**src/rtl/tdm_pkg.sv**
```systemverilog
// Shared constants and slot type for the TDM voice scheduler.
package tdm_pkg;

  localparam int NUM_VOICES = 4;
  localparam int D_W        = 16;
  localparam int CHANBITS   = 2;

  localparam logic [D_W-1:0] MID_POINT = 16'h4000;

  typedef logic [CHANBITS-1:0] slot_t;

  function automatic slot_t next_slot(input slot_t s);
    return (s == slot_t'(NUM_VOICES - 1)) ? '0 : s + slot_t'(1);
  endfunction

endpackage

```
**src/rtl/voice_sample_slot.sv**
```systemverilog
// One-entry sample buffer for a single voice; a take and a load in the same cycle keep it full.
module voice_sample_slot
  import tdm_pkg::*;
#(
  parameter int W = D_W
) (
  input  logic         clk,
  input  logic         rst_n,
  input  logic [W-1:0] sample_in,
  input  logic         valid,
  output logic         ready,
  input  logic         take,
  output logic         full,
  output logic [W-1:0] data
);

  logic         full_q, full_d;
  logic [W-1:0] data_q, data_d;
  logic         consume;
  logic         load;

  always_comb begin
    consume = take & full_q;
    ready   = ~full_q | consume;
    load    = valid & ready;
    full_d  = full_q;
    data_d  = data_q;
    if (load) begin
      full_d = 1'b1;
      data_d = sample_in;
    end else if (consume) begin
      full_d = 1'b0;
    end
  end

  always_ff @(posedge clk or negedge rst_n) begin
    if (!rst_n) begin
      full_q <= 1'b0;
      data_q <= '0;
    end else begin
      full_q <= full_d;
      data_q <= data_d;
    end
  end

  assign full = full_q;
  assign data = data_q;

endmodule

```
**src/rtl/tdm_voice_scheduler.sv**
```systemverilog
// Round-robin TDM scheduler: one voice per dsp_clk slot, gate changes applied at frame wrap.
// Optional saturating underrun counter enabled by defining TDM_UNDERRUN_CTR_EN.
module tdm_voice_scheduler
  import tdm_pkg::*;
#(
  parameter int NUM_VOICES = tdm_pkg::NUM_VOICES,
  parameter int D_W        = tdm_pkg::D_W,
  parameter int CHANBITS   = tdm_pkg::CHANBITS
) (
  input  logic                      dsp_clk,
  input  logic                      dsp_rst_n,
  input  logic                      dsp_enable,
  input  logic [NUM_VOICES*D_W-1:0] voice_sample_in,
  input  logic [NUM_VOICES-1:0]     voice_valid,
  output logic [NUM_VOICES-1:0]     voice_ready,
  input  logic [NUM_VOICES-1:0]     gate_set,
  input  logic [NUM_VOICES-1:0]     gate_clr,
  output logic [NUM_VOICES-1:0]     gate_mask,
  output logic [CHANBITS-1:0]       chan_out,
  output logic                      chan_en_out,
  output logic [D_W-1:0]            data_out,
`ifdef TDM_UNDERRUN_CTR_EN
  input  logic                      underrun_clr,
  output logic [7:0]                underrun_count,
`endif
  output logic                      frame_start
);

  slot_t                  slot_q, slot_d;
  logic [CHANBITS-1:0]    chan_q, chan_d;
  logic                   en_q, en_d;
  logic [D_W-1:0]         data_q, data_d;
  logic                   fs_q, fs_d;

  logic [NUM_VOICES-1:0]  gate_mask_q, gate_mask_d;
  logic [NUM_VOICES-1:0]  pend_set_q, pend_set_d;
  logic [NUM_VOICES-1:0]  pend_clr_q, pend_clr_d;
  logic [NUM_VOICES-1:0]  set_acc, clr_acc;
  logic                   frame_wrap;

  logic [NUM_VOICES-1:0]  buf_take;
  logic [NUM_VOICES-1:0]  buf_full;
  logic [D_W-1:0]         buf_data [NUM_VOICES];

  // A voice is drained only on its own slot, and only while gated on.
  always_comb begin
    for (int i = 0; i < NUM_VOICES; i++) begin
      buf_take[i] = dsp_enable & (slot_q == slot_t'(i)) & gate_mask_q[i];
    end
  end

  for (genvar g = 0; g < NUM_VOICES; g++) begin : g_slot
    voice_sample_slot #(
      .W(D_W)
    ) u_slot (
      .clk      (dsp_clk),
      .rst_n    (dsp_rst_n),
      .sample_in(voice_sample_in[g*D_W +: D_W]),
      .valid    (voice_valid[g]),
      .ready    (voice_ready[g]),
      .take     (buf_take[g]),
      .full     (buf_full[g]),
      .data     (buf_data[g])
    );
  end

  always_comb begin
    slot_d = slot_q;
    chan_d = chan_q;
    en_d   = 1'b0;
    data_d = data_q;
    fs_d   = fs_q;
    if (dsp_enable) begin
      slot_d = next_slot(slot_q);
      chan_d = slot_q;
      en_d   = gate_mask_q[slot_q] & buf_full[slot_q];
      data_d = en_d ? buf_data[slot_q] : MID_POINT;
      fs_d   = (slot_q == '0);
    end
  end

  // Newest request per bit wins; a set and clear landing together resolve to clear.
  always_comb begin
    set_acc     = (pend_set_q | gate_set) & ~gate_clr;
    clr_acc     = (pend_clr_q & ~gate_set) | gate_clr;
    frame_wrap  = dsp_enable & (slot_q == slot_t'(NUM_VOICES - 1));
    gate_mask_d = gate_mask_q;
    pend_set_d  = set_acc;
    pend_clr_d  = clr_acc;
    if (frame_wrap) begin
      gate_mask_d = (gate_mask_q | set_acc) & ~clr_acc;
      pend_set_d  = '0;
      pend_clr_d  = '0;
    end
  end

  always_ff @(posedge dsp_clk or negedge dsp_rst_n) begin
    if (!dsp_rst_n) begin
      slot_q      <= '0;
      chan_q      <= '0;
      en_q        <= 1'b0;
      data_q      <= '0;
      fs_q        <= 1'b0;
      gate_mask_q <= '0;
      pend_set_q  <= '0;
      pend_clr_q  <= '0;
    end else begin
      slot_q      <= slot_d;
      chan_q      <= chan_d;
      en_q        <= en_d;
      data_q      <= data_d;
      fs_q        <= fs_d;
      gate_mask_q <= gate_mask_d;
      pend_set_q  <= pend_set_d;
      pend_clr_q  <= pend_clr_d;
    end
  end

`ifdef TDM_UNDERRUN_CTR_EN
  logic [7:0] underrun_q, underrun_d;
  logic       underrun_evt;

  // Clear takes priority over a coincident underrun.
  always_comb begin
    underrun_evt = dsp_enable & gate_mask_q[slot_q] & ~buf_full[slot_q];
    underrun_d   = underrun_q;
    if (underrun_clr) begin
      underrun_d = '0;
    end else if (underrun_evt && (underrun_q != 8'hFF)) begin
      underrun_d = underrun_q + 8'd1;
    end
  end

  always_ff @(posedge dsp_clk or negedge dsp_rst_n) begin
    if (!dsp_rst_n) begin
      underrun_q <= '0;
    end else begin
      underrun_q <= underrun_d;
    end
  end

  assign underrun_count = underrun_q;
`endif

  assign chan_out    = chan_q;
  assign chan_en_out = en_q;
  assign data_out    = data_q;
  assign frame_start = fs_q;
  assign gate_mask   = gate_mask_q;

endmodule
```
**config.mk**
```make
export PLATFORM = sky130hd
export DESIGN_NAME = tdm_voice_scheduler
export DESIGN_NICKNAME = d
export VERILOG_FILES = /design/src/rtl/tdm_pkg.sv /design/src/rtl/voice_sample_slot.sv /design/src/rtl/tdm_voice_scheduler.sv
export SDC_FILE = /design/constraint.sdc
export NUM_CORES = 1
export LEC_CHECK = 0
export BUFFER_PORTS_ARGS = -buffer_cell sky130_fd_sc_hd__buf_2
export CAP_MARGIN = 30
export CORE_ASPECT_RATIO = 2
export CORE_MARGIN = 2
export CORE_UTILIZATION = 45
export CTS_BUF_LIST = sky130_fd_sc_hd__clkbuf_16
export CTS_CLUSTER_SIZE = 12
export DETAILED_ROUTE_END_ITERATION = 8
export HOLD_SLACK_MARGIN = 0.06
export PLACE_DENSITY = 0.69
export SYNTH_ARGS = -nofsm -noshare
export SYNTH_HDL_FRONTEND = slang
export SYNTH_SLANG_ARGS = --single-unit
export TNS_END_PERCENT = 100
```
**constraint.sdc**
```tcl
create_clock -name dsp_clk -period 2.2 [get_ports dsp_clk]
set_input_delay 0.66 -clock dsp_clk [delete_from_list [all_inputs] [get_ports dsp_clk]]
set_output_delay 0.66 -clock dsp_clk [all_outputs]
set_load 0.05 [all_outputs]
```
==> flow_summary.json, run 1 <==
{
  "p_total_uw": 7692,
  "synth_enable_flop_cells": 0,
  "drive_above_1_share_pct": 47.24,
  "critPathMaxFanout": 4,
  "initial_utilization_pct": 45.91,
  "grt_pass1_wl_um": 15150,
  "critPathCaptureType": "output pin",
  "grt_pass1_vias": 2945,
  "final_hold_viol_count": 0,
  "cts_sinks": 102,
  "cts_tree": "done",
  "ant_nets": 0,
  "grt.total_usage_pct": 19.35,
  "path_buf_inv": 2,
  "cts_buffers": 9,
  "yosys.area.top_type": "dfrtp_1",
  "synth-async-reset-ratio_pct": 100.0,
  "leakage_uw": 0.002616,
  "p_int_uw": 5195,
  "regArea_um2": 2554,
  "grt_max_degree": 55,
  "power-per-cell-area_nw_per_um2": 1385,
  "synth_area_leaders": "dfrtp_1 (57%), mux2_2 (12%), mux2_1 (5.3%)",
  "row_count": 51,
  "post_cts_buffers": 0,
  "fmax_mhz": 471.9,
  "post_drt_wl_per_cell_um": 17.62,
  "switchingPower_uw": 2497,
  "h-tree-depth": 3,
  "drtIter0Drc": 83,
  "vias": 2845,
  "diodes": 0,
  "first_pass_iters": 4,
  "ctsHoldBuffers": 0,
  "relSlewSlack_pct": 71.66,
  "drt-total-wl_um": 9671,
  "cp_slowest_cell": "dfrtp_1",
  "reg2reg_slack_ns": 0.45,
  "clockBufferDepth": 2,
  "die_x_um": 74.34,
  "timing.rr.start": "slot_q[0]",
  "status": "complete, no violations",
  "crit_type": "register to output pin",
  "rr_worst_depth": 3,
  "holdCritPathClass": "input port to asynchronous set/reset pin",
  "crit_required_ns": 1.54,
  "synth_cells": 302,
  "seqPwrFrac_pct": 39.6,
  "cts_root_buf": "clkbuf_16",
  "worstPathCellList": "inv_2 -> ha_1 -> nand3_1 -> nand2_1 -> buf_6",
  "switching_share_pct": 32.47,
  "syn_area_per_cell_um2": 14.75,
  "drc": 0,
  "drv_slew": 0,
  "synth_flop_cell": "dfrtp_1",
  "worstPathArrival_ns": 1.46,
  "multi_input_area_um2": 1754,
  "antenna_found_initial": 0,
  "fin_ws_ns": 0.08109,
  "yosysWarnings": 0,
  "ys_seq_area_share_pct": 57.32,
  "nets": 495,
  "finalCritPeriodShare_pct": 96.31,
  "coreArea_um2": 9699,
  "r2r-end": "data_out[5]",
  "cp_top_family": "flip-flops",
  "syn_area_um2": 4453,
  "io_buffers": 106,
  "clkLatencyLatePin_ns": 0.34,
  "io_pins": 107,
  "synth_common_cells": "dfrtp_1 (102), mux2_2 (46), mux2_1 (21), a31o_1 (15), nor2b_1 (15)",
  "fillers": 826,
  "ys_ff_latch": 102,
  "period_minus_slack_ns": 2.119,
  "setup_viol": 0,
  "synth_cell_types": 28,
  "areaGrowthSynthToFinish_pct": 24.73,
  "grt_overflow": 0,
  "clock_skew_ns": 0.01004,
  "preCtsSetupSlack_ns": 0.2038,
  "maxCapViolations": 0,
  "synthMostInstantiatedCell": "dfrtp_1",
  "synth_top_area_share_pct": 57.32,
  "critPathMaxStageDelay_ns": 0.43,
  "synthesis.nets": 385,
  "max-vdd-ir-drop_mv": 0.6018,
  "vias_per_cell": 5.182,
  "p_comb_share_pct": 35.8,
  "fp.dieH_um": 144.7,
  "place.gp.congestion": 0.8261,
  "place_hpwl_um": 6879,
  "worstMarginPinSlew_ns": 0.4251,
  "cts.clk_slew.worst_paths_ns": 0.07,
  "critPathLaunchType": "register",
  "die-area_um2": 10760,
  "clock_power_share_pct": 24.5
}
==> cell usage in the layout, fill, tap and decap left out, drive strengths merged, types with 5 or more instances in the layout <==
| master | count |
|---|---|
| clkbuf | 9 |
| inv | 7 |
| nand2 | 8 |
| dfrtp | 102 |
| nor2b | 15 |
| a31o | 15 |
| nor2 | 14 |
| mux2 | 67 |
| buf | 118 |
| a21oi | 5 |
| and2 | 6 |
| mux4 | 17 |
==> worst max path at each step <==
stage	slack, ns	startpoint	end	cells past startpoint
finish	0.08	slot_q[1]	voice_ready[0]	5
global route	-0.005	slot_q[1]	voice_ready[1]	5
CTS	0.005	slot_q[0]	voice_ready[3]	4
detailed placement	0.20	dsp_enable	voice_ready[1]	4
global placement	0.20	dsp_enable	voice_ready[1]	4
floorplan	0.27	dsp_enable	g_slot[1].u_slot.data[8]	5
==> routing by layer <==
layer / part of all wire, % / GRT usage (%)
met5: 0 / 0
met4: 1.9 / 7.519
met3: 4.0 / 3.324
met2: 56 / 34.07
met1: 38 / 23.11
==> state kept, by name, summed over array words and instances, names as in the netlist <==
signal              flops
pend_set_q              4
chan_en_out             1
gate_mask               4
data_out               16
pend_clr_q              4
g_slot.u_slot.data     64
slot_q                  2
chan_out                2
g_slot.u_slot.full      4
frame_start             1
==> area by class of cell <==
cell class / count / area share, %
flip-flops and latches: 102 / 45.98
multi-input cells: 174 / 31.58
repair buffers: 118 / 12.44
clock buffers: 9 / 4.055
well taps: 132 / 2.974
clock inverters: 7 / 2.456
inverters: 7 / 0.5181
==> power groups by stage <==
stage	Combinational (uW)	Clock [uW]	Sequential [uW]
after floorplan	1730	0	3410
after global placement	2690	0	3020
after detailed placement	2770	0	3090
after CTS	2790	1930	3060
after global routing	2980	2010	3150
final	2760	1890	3050
==> logic make-up (layout without fill, tap and decap cells) <==
group	count (synthesis)	in the layout	share of synthesized area, %
compound gates	31	31	5.732
flops	102	102	57.32
mux	84	84	26.22
buf+inv	26	141	3.344
simple gates	55	55	6.266
fa+ha+maj	4	4	1.124
==> through the flow <==
stage	std cells	instance area, um2	hold WS, ns	utilization, %	TNS, ns
after floorplan	302	4453	0.3644	-	0
after global placement	533	5171	0.4613	53.32	0
after detailed placement	533	5171	0.4689	53.32	0
after CTS	549	5540	0.2308	57.12	0
after global routing	549	5554	0.2487	57.26	-0.005404
final	549	5554	0.2299	57.26	0
==> what timing repair did <==
action	in CTS	in global routing
endpoints found under the hold margin	0	0
resized for setup	3	7
endpoints found under the setup margin	3	4
cloned	0	0
(Power assumes the default switching activity.)
==> run 2, diff against run 1 <==
Settings changed: BUFFER_PORTS_ARGS -buffer_cell sky130_fd_sc_hd__buf_2 to -buffer_cell sky130_fd_sc_hd__clkbuf_2.
==> run 2 against run 1 <==
- sequential share of layout area increased by 0.12 points
- hold slack improved by 0.062 ns
- critical path type unchanged
- fmax decreased by 2.0%
- setup slack got worse by 0.043 ns
- first-iteration DRC count decreased by 24%
- critical path depth unchanged
- clock-buffer cell count unchanged
- register-to-register slack about the same
==> flow_summary.json, run 2 (synthesized netlist as in run 1, its figures left out) <==
{
  "status": "complete, no violations",
  "grt.total_usage_pct": 19.36,
  "final_hold_viol_count": 0,
  "largest_reg_flops": 64,
  "vias_per_cell": 5.114,
  "switchingPower_uw": 2549,
  "crit_type": "register to output pin",
  "finalCritPeriodShare_pct": 98.26,
  "die-area_um2": 10760,
  "grt_overflow": 0,
  "setup_viol": 0,
  "cts_root_buf": "clkbuf_16",
  "critPathMaxFanout": 5,
  "fillers": 869,
  "drt-total-wl_um": 9742,
  "cts_sinks": 102,
  "p_comb_share_pct": 37.7,
  "clock_power_share_pct": 21.0,
  "drv_slew": 0,
  "maxCapViolations": 0,
  "vias": 2818,
  "post-route-util_pct": 57.11,
  "ctsHoldBuffers": 0,
  "coreArea_um2": 9699,
  "cts_tree": "done",
  "cp_top_family": "flip-flops",
  "drc": 0,
  "initial_utilization_pct": 45.91,
  "cp_slowest_cell": "dfrtp_2",
  "nets": 497,
  "fp.dieH_um": 144.7,
  "post_drt_wl_per_cell_um": 17.68,
  "path_buf_inv": 2,
  "io_pins": 107,
  "clkLatencyLatePin_ns": 0.34,
  "die_x_um": 74.34,
  "cts_buffers": 9,
  "clock_skew_ns": 0.007181,
  "critPathMaxStageDelay_ns": 0.45,
  "post_cts_buffers": 0,
  "seqPwrFrac_pct": 41.3,
  "h-tree-depth": 3,
  "antenna_found_initial": 0,
  "leakage_uw": 0.002615,
  "preCtsSetupSlack_ns": 0.1752,
  "grt_pass1_wl_um": 15120,
  "worstMarginPinSlew_ns": 0.5049,
  "diodes": 0,
  "switching_share_pct": 34.32,
  "p_int_uw": 4879,
  "reg2reg_slack_ns": 0.44,
  "place.gp.congestion": 0.7926,
  "clockBufferDepth": 2,
  "drive_above_1_share_pct": 47.97,
  "fin_hold_ws_ns": 0.2919,
  "ant_nets": 0,
  "place_hpwl_um": 7053,
  "grt_pass1_vias": 3007,
  "period_minus_slack_ns": 2.162,
  "critPathCaptureType": "output pin",
  "crit_required_ns": 1.54,
  "critPathLaunchType": "register",
  "row_count": 51,
  "grt_max_degree": 39,
  "layout_common_cells": "dfrtp_1 (101), clkbuf_2 (101), mux2_2 (46)",
  "areaGrowthSynthToFinish_pct": 24.39,
  "cts.clk_slew.worst_paths_ns": 0.07,
  "fmax_mhz": 462.6,
  "first_pass_iters": 6,
  "power-per-cell-area_nw_per_um2": 1341,
  "io_buffers": 106,
  "max-vdd-ir-drop_mv": 0.8638,
  "drtIter0Drc": 63,
  "holdCritPathClass": "input port to asynchronous set/reset pin",
  "relSlewSlack_pct": 66.34,
  "fin_ws_ns": 0.03835,
  "worstPathArrival_ns": 1.50,
  "worstPathCellList": "buf_6 -> ha_1 -> nand3_2 -> nand2_4 -> buf_12"
}
-- run 2: cell count changes in the layout (fill, tap and decap cells not counted), sizes merged --
cell    change
clkbuf    +103
buf       -101
bufinv      -3
inv         +2
clkinv      +1
-- run 2: worst paths after layout --
| check | startpoint | to | cells past startpoint |
|---|---|---|---|
| worst min-delay path | dsp_rst_n | g_slot[0].u_slot.data[8] | 1 |
| worst max register to register | slot_q[0] | g_slot[1].u_slot.data[1] | 6 |
| worst max-delay path | slot_q[0] | voice_ready[1] | 5 |
| min in group dsp_clk | g_slot[3].u_slot.data[15] | g_slot[3].u_slot.data[15] | 1 |
| worst min register to register | g_slot[3].u_slot.data[15] | g_slot[3].u_slot.data[15] | 1 |
| max in group asynchronous | dsp_rst_n | slot_q[0] | 2 |
-- run 2: area by class of cell --
class | instances | area (um2) | share of cell area, %
Clock buffer | 9 | 225.2 | 4.066
Clock inverter | 7 | 65.06 | 1.175
Inverter | 7 | 28.78 | 0.5195
Multi-Input combinational cell | 174 | 1767 | 31.90
Sequential cell | 102 | 2554 | 46.10
Tap cell | 132 | 165.2 | 2.982
Timing Repair Buffer | 120 | 734.5 | 13.26
-- run 2: power by group through the flow --
stage          Combinational [uW]  Clock (uW)  Sequential, uW
2_1_floorplan                1730           0            3410
3_3_place_gp                 2720           0            3040
3_5_place_dp                 2800           0            3100
4_1_cts                      2830        1600            3070
5_1_grt                      3010        1670            3160
6_report                     2800        1560            3070
-- run 2: through the flow --
step	cell area, um2	cells	total power (uW)	setup TNS [ns]
3_5_place_dp	5214	535	5905	0
5_1_grt	5539	551	7846	-0.008751
2_1_floorplan	4453	302	5140	0
4_1_cts	5527	551	7499	-0.01413
3_3_place_gp	5214	535	5762	0
6_report	5539	551	7428	0
-- run 2: what timing repair did --
item / in CTS / in global routing
endpoints found under the setup margin: 3 / 4
pin swaps: 0 / 1
resized for setup: 6 / 7
cloned: 0 / 0
-- run 2: routing by layer --
metal,vias to the layer above,global-route usage [%],share of wire [%]
li1,1305,-,-
met1,1427,21.98,38
met4,0,7.895,2.4
met3,16,4.155,3.6
met2,70,34.49,56
met5,-,0,0
